$ cat src/rtl/rename.sv
// Rename/dispatch stage: allocates ROB ids, drives RAT lookups and resolves operands for the RS.
// Optional x0 handling is enabled by defining RENAME_X0_EN.
module rename #(
  parameter int OPW = 16
) (
  input  logic           clk,
  input  logic           rst,
  input  logic           decode_rename_valid,
  input  logic [OPW-1:0] decode_rename_op,
  input  logic [31:0]    decode_rename_imm,
  input  logic [5:0]     decode_rename_rd,
  input  logic [4:0]     decode_rename_rs1,
  input  logic [4:0]     decode_rename_rs2,
  output logic           rename_stall,
  output logic           rename_rat_valid,
  output logic [5:0]     rename_rat_rd,
  output logic [7:0]     rename_rat_robid,
  output logic [4:0]     rename_rat_rs1,
  output logic [4:0]     rename_rat_rs2,
  input  logic           rat_rs1_valid,
  input  logic [31:0]    rat_rs1_tagval,
  input  logic           rat_rs2_valid,
  input  logic [31:0]    rat_rs2_tagval,
  input  logic           rob_full,
  input  logic           rob_flush,
  output logic           rename_rob_valid,
  output logic [5:0]     rename_rob_rd,
  output logic [7:0]     rename_rob_robid,
  input  logic           wb_valid,
  input  logic           wb_error,
  input  logic [7:0]     wb_robid,
  input  logic [5:0]     wb_rd,
  input  logic [31:0]    wb_result,
  input  logic           rs_stall,
  output logic           rename_rs_valid,
  output logic [OPW-1:0] rename_rs_op,
  output logic [31:0]    rename_rs_imm,
  output logic [7:0]     rename_rs_robid,
  output logic [5:0]     rename_rs_rd,
  output logic           rename_rs_rs1_valid,
  output logic [31:0]    rename_rs_rs1_tagval,
  output logic           rename_rs_rs2_valid,
  output logic [31:0]    rename_rs_rs2_tagval
);

  logic [7:0]     robid_cnt;
  logic           b_valid;
  logic           b_fresh;
  logic [OPW-1:0] b_op;
  logic [31:0]    b_imm;
  logic [5:0]     b_rd;
  logic [7:0]     b_robid;
  logic           h1_valid;
  logic [31:0]    h1_tagval;
  logic           h2_valid;
  logic [31:0]    h2_tagval;
  logic           cwb_valid;
  logic [6:0]     cwb_robid;
  logic [31:0]    cwb_result;

  logic           fire;
  logic           live_ok;
  logic [5:0]     eff_rd;
  logic           src1_valid;
  logic [31:0]    src1_tagval;
  logic           src2_valid;
  logic [31:0]    src2_tagval;
  logic [32:0]    res1;
  logic [32:0]    res2;
  logic           unused_wb;

  assign unused_wb = &{1'b0, wb_rd[4:0], wb_robid[7]};

  assign rename_stall = rob_full | (b_valid & rs_stall);
  assign fire         = decode_rename_valid & ~rename_stall & ~rob_flush;
  assign live_ok      = wb_valid & ~wb_error & wb_rd[5];

`ifdef RENAME_X0_EN
  logic b_rs1_zero;
  logic b_rs2_zero;
  assign eff_rd = {decode_rename_rd[5] & (decode_rename_rd[4:0] != 5'd0), decode_rename_rd[4:0]};
`else
  assign eff_rd = decode_rename_rd;
`endif

  assign rename_rat_valid = fire;
  assign rename_rat_rd    = eff_rd;
  assign rename_rat_robid = robid_cnt;
  assign rename_rat_rs1   = decode_rename_rs1;
  assign rename_rat_rs2   = decode_rename_rs2;
  assign rename_rob_valid = fire;
  assign rename_rob_rd    = eff_rd;
  assign rename_rob_robid = robid_cnt;

  // Tags compare on [6:0]; the captured wb covers the lookup cycle the RAT could not see.
  function automatic logic [32:0] resolve(
    input logic        sv,
    input logic [31:0] st,
    input logic        cv,
    input logic [6:0]  cid,
    input logic [31:0] cres,
    input logic        lv,
    input logic [6:0]  lid,
    input logic [31:0] lres
  );
    if (sv)
      return {1'b1, st};
    else if (cv && (st[6:0] == cid))
      return {1'b1, cres};
    else if (lv && (st[6:0] == lid))
      return {1'b1, lres};
    else
      return {1'b0, 25'b0, st[6:0]};
  endfunction

  always_comb begin
    src1_valid  = b_fresh ? rat_rs1_valid  : h1_valid;
    src1_tagval = b_fresh ? rat_rs1_tagval : h1_tagval;
    src2_valid  = b_fresh ? rat_rs2_valid  : h2_valid;
    src2_tagval = b_fresh ? rat_rs2_tagval : h2_tagval;
    res1 = resolve(src1_valid, src1_tagval, cwb_valid, cwb_robid, cwb_result,
                   live_ok, wb_robid[6:0], wb_result);
    res2 = resolve(src2_valid, src2_tagval, cwb_valid, cwb_robid, cwb_result,
                   live_ok, wb_robid[6:0], wb_result);
`ifdef RENAME_X0_EN
    if (b_rs1_zero) res1 = {1'b1, 32'b0};
    if (b_rs2_zero) res2 = {1'b1, 32'b0};
`endif
  end

  assign rename_rs_valid      = b_valid;
  assign rename_rs_op         = b_op;
  assign rename_rs_imm        = b_imm;
  assign rename_rs_robid      = b_robid;
  assign rename_rs_rd         = b_rd;
  assign rename_rs_rs1_valid  = res1[32];
  assign rename_rs_rs1_tagval = res1[31:0];
  assign rename_rs_rs2_valid  = res2[32];
  assign rename_rs_rs2_tagval = res2[31:0];

  always_ff @(posedge clk or posedge rst) begin
    if (rst) begin
      robid_cnt  <= 8'd0;
      b_valid    <= 1'b0;
      b_fresh    <= 1'b0;
      b_op       <= '0;
      b_imm      <= 32'd0;
      b_rd       <= 6'd0;
      b_robid    <= 8'd0;
      h1_valid   <= 1'b0;
      h1_tagval  <= 32'd0;
      h2_valid   <= 1'b0;
      h2_tagval  <= 32'd0;
      cwb_valid  <= 1'b0;
      cwb_robid  <= 7'd0;
      cwb_result <= 32'd0;
    end else begin
      if (rob_flush) begin
        b_valid   <= 1'b0;
        b_fresh   <= 1'b0;
        robid_cnt <= 8'd0;
      end else if (fire) begin
        b_valid    <= 1'b1;
        b_fresh    <= 1'b1;
        b_op       <= decode_rename_op;
        b_imm      <= decode_rename_imm;
        b_rd       <= eff_rd;
        b_robid    <= robid_cnt;
        robid_cnt  <= robid_cnt + 8'd1;
        cwb_valid  <= live_ok;
        cwb_robid  <= wb_robid[6:0];
        cwb_result <= wb_result;
      end else begin
        b_fresh <= 1'b0;
        if (b_valid && !rs_stall)
          b_valid <= 1'b0;
      end
      // Absorb writebacks that land while the RS is stalling us.
      if (b_valid && rs_stall) begin
        h1_valid  <= res1[32];
        h1_tagval <= res1[31:0];
        h2_valid  <= res2[32];
        h2_tagval <= res2[31:0];
      end
    end
  end

`ifdef RENAME_X0_EN
  always_ff @(posedge clk or posedge rst) begin
    if (rst) begin
      b_rs1_zero <= 1'b0;
      b_rs2_zero <= 1'b0;
    end else if (fire && !rob_flush) begin
      b_rs1_zero <= (decode_rename_rs1 == 5'd0);
      b_rs2_zero <= (decode_rename_rs2 == 5'd0);
    end
  end
`endif

endmodule
$ cat config.mk
export PLATFORM = sky130hd
export DESIGN_NAME = rename
export DESIGN_NICKNAME = d
export VERILOG_FILES = /design/src/rtl/rename.sv
export SDC_FILE = /design/constraint.sdc
export NUM_CORES = 1
export LEC_CHECK = 0
export ABC_AREA = 1
export BUFFER_PORTS_ARGS = -buffer_cell sky130_fd_sc_hd__buf_2
export CORE_ASPECT_RATIO = 1.2
export CORE_MARGIN = 5
export CORE_UTILIZATION = 45
export CTS_CLUSTER_DIAMETER = 100
export DETAILED_ROUTE_END_ITERATION = 10
export PLACE_DENSITY = 0.69
export SKIP_LAST_GASP = 1
export SLEW_MARGIN = 0
export SYNTH_ARGS = -nofsm -noshare
export SYNTH_HDL_FRONTEND = slang
export SYNTH_SLANG_ARGS = --single-unit
$ cat constraint.sdc
create_clock -name clk -period 11.1 [get_ports clk]
set_clock_uncertainty 0.2 [all_clocks]
set_input_delay 1.11 -clock clk [delete_from_list [all_inputs] [get_ports clk]]
set_output_delay 1.11 -clock clk [all_outputs]
set_load 0.1 [all_outputs]
==> results_dict.tcl <==
set metrics [dict create \
    path_clk_slew_ns 0.08 \
    leakagePower_nw 7.81 \
    final_hold_viol_count 0 \
    ys_warn_count 0 \
    final_common_cell "nand2_1" \
    critical_path_arrival_ns 5.05 \
    coreArea_sq_mm 0.0238 \
    htreeDepth 4 \
    rsz0062_at_grt "false" \
    synthesis.area_sq_mm 0.0108 \
    wl_per_cell_um 15.8 \
    cp_max_fo 74 \
    min_path_cells 2 \
    antenna_found_initial 1 \
    dp_hpwl_um 23800 \
    ir_drop_mv 0.141 \
    gp_congestion 0.885 \
    drt.antenna.violating_nets 0 \
    dieArea_sq_mm 0.0273 \
    reg2regPathDepth 15 \
    vias_per_cell 5.03 \
    synth-seq-cells 178 \
    grt_pass1_wl_um 56300 \
    cts.sinks 178 \
    syn_area_per_cell_sq_um 6.58 \
    final.period_utilization_pct 57.3 \
    start_kind "flip-flop" \
    syn_nets 1831 \
    cts_buffers 17 \
    nets 2072 \
    postCtsSetupRepairBufs 0 \
    synth_seq_area_share_pct 41.1 \
    fill_cells 2397 \
    setup_viol 0 \
    rows 62 \
    dpl_cell_area_sq_mm 0.0122 \
    slew_violations 0 \
    grt_max_degree 107 \
    cts_tree "done" \
    vias 11200 \
    cts_root_buf "clkbuf_16" \
    start_util_pct 45.5 \
    syn_inst 1646 \
    first_pass_iters 5 \
    max_freq_mhz 157 \
    holdBufCountCts 0 \
    ys_types 35 \
    ctsResizeCount 0 \
    relSlewSlack_pct 30.3 \
    areaGrowthSynthToFinish_pct 18.6 \
    layout_min_cycle_time_ns 6.36 \
    hold_path.class "reg2reg" \
    fin_tns_setup_ns 0 \
    num_io_pins 354 \
    die_x_um 152 \
    path_class "reg2out" \
    worstPathRequired_ns 9.79 \
    cts_max_path_buffers 2 \
    worst_slew_pin_slew_ns 1.04 \
    fin_area_sq_mm 0.0128 \
    finalWirelength_um 35200 \
    status "finished clean" \
    drive_above_1_share_pct 21.4 \
    gr-total-overflow 0 \
    mostFrequentLayoutCells "nand2_1, buf_2, nand3_1" \
    grt_usage_pct 25.5 \
    p_per_area_mw_per_mm2 206 \
    die_h_um 180 \
    numPortBuffers 327 \
    grt_pass1_vias 10900 \
    drc_errors 0 \
    endpoint_kind "output pin" \
    drt_iter0_drc 759 \
    clock_latency_ns 0.44 \
    max-cap-violations 0 \
]
-- cells in the mapped netlist --
library cell,instances,area [sq um]
nand2_1,854,3210
nand3_1,232,1160
dfrtp_1,178,4450
inv_1,136,510
o21ai_0,48,240
buf_4,46,345
clkbuf_1,36,135
buf_2,20,100
and2_1,19,119
nor2_1,15,56.3
buf_6,13,146
nand2_2,8,50.1
inv_2,5,18.8
nor2_4,4,45.0
nand2_4,3,33.8
nor2_2,3,18.8
or2_2,3,18.8
a21oi_1,2,10.0
buf_1,2,7.51
nor3b_1,2,15.0
o21ai_2,2,17.5
o22ai_1,2,12.5
a211oi_1,1,7.51
and2_0,1,6.26
buf_12,1,20.0
clkinv_1,1,3.75
dlygate4sd1_1,1,8.76
ha_1,1,12.5
nand4_1,1,6.26
nor3_1,1,5.00
nor4_1,1,6.26
o21a_1,1,7.51
o32ai_1,1,8.76
xnor2_1,1,8.76
xor2_1,1,8.76
-- flip-flops by register name, indices dropped and copies added (netlist names) --
signal	flops
cwb_valid	1
rename_rs_imm	32
cwb_result	32
rename_rs_valid	1
rename_rs_robid	8
rename_rat_robid	8
h2_valid	1
b_fresh	1
h1_tagval	32
rename_rs_rd	6
h2_tagval	32
rename_rs_op	16
cwb_robid	7
h1_valid	1
-- layer usage --
metal	GRT usage, %	vias up	routed length, um
met3	5.72	43	2950
li1	-	5505	-
met2	43.3	471	17000
met1	32.7	5144	14500
met5	0	-	13
met4	6.83	2	682
-- worst max-delay path, stage by stage, from the launching register on --
cell and delay [ns]:
dfrtp_2 0.39, buf_4 0.40, inv_2 0.11, buf_4 0.62
nand2_1 0.21, nand2_1 0.18, nand2_1 0.06, nand2_1 0.05
nand2_1 0.08, nor2_4 0.73, nand2_4 0.46, nand2_1 0.18
nand2_1 0.25, nand2_1 0.18, nand2_1 0.06, inv_1 0.06
buf_2 0.43
-- power breakdown --
part / internal [mW] / switching [mW]
clock network: 0.321 / 0.304
registers: 0.754 / 0.0612
logic: 0.217 / 0.984
total: 1.29 / 1.35
-- area by class of cell --
| class | count | area [sq um] | area share, % |
|---|---|---|---|
| antenna | 1 | 2.50 | 0.0195 |
| clock buffer | 17 | 425 | 3.31 |
| clock inverter | 15 | 171 | 1.33 |
| inverter | 142 | 541 | 4.21 |
| multi-input combinational | 1207 | 5110 | 39.8 |
| sequential | 178 | 4460 | 34.7 |
| tap | 320 | 400 | 3.12 |
| timing repair buffer | 341 | 1740 | 13.6 |
-- kinds of logic after synthesis --
logic type      after synthesis  synth area share (%)
simple gates               1147                  43.8
xor+xnor                      2                 0.162
buf+inv                     261                  12.0
flops                       178                  41.1
fa+ha+maj                     1                 0.115
compound gates               57                  2.81
-- path summary, 6_finish.rpt --
path	start	to	slack, ns
min reg2reg	rename_rs_imm[25]	rename_rs_imm[25]	0.27
min	rename_rs_imm[25]	rename_rs_imm[25]	0.27
max reg2reg	b_fresh	h1_tagval[0]	6.61
min in group asynchronous	rst	rename_rs_op[15]	0.58
max	b_fresh	rename_rs_rs1_tagval[6]	4.74
max in group asynchronous	rst	b_fresh	8.54
-- per-stage QoR --
stage               power, mW  setup WS [ns]  hold WS [ns]  instances  utilization, %
floorplan                1.82           4.96         0.249       1646               -
global placement         2.02           5.29         0.249       2188            51.4
detailed placement       2.03           5.30         0.254       2188            51.4
CTS                      2.66           4.80         0.274       2220            53.9
global route             2.78           4.36         0.285       2220            53.9
finish                   2.64           4.74         0.271       2221            53.9
Note: power is estimated with default switching activity, not from simulation.
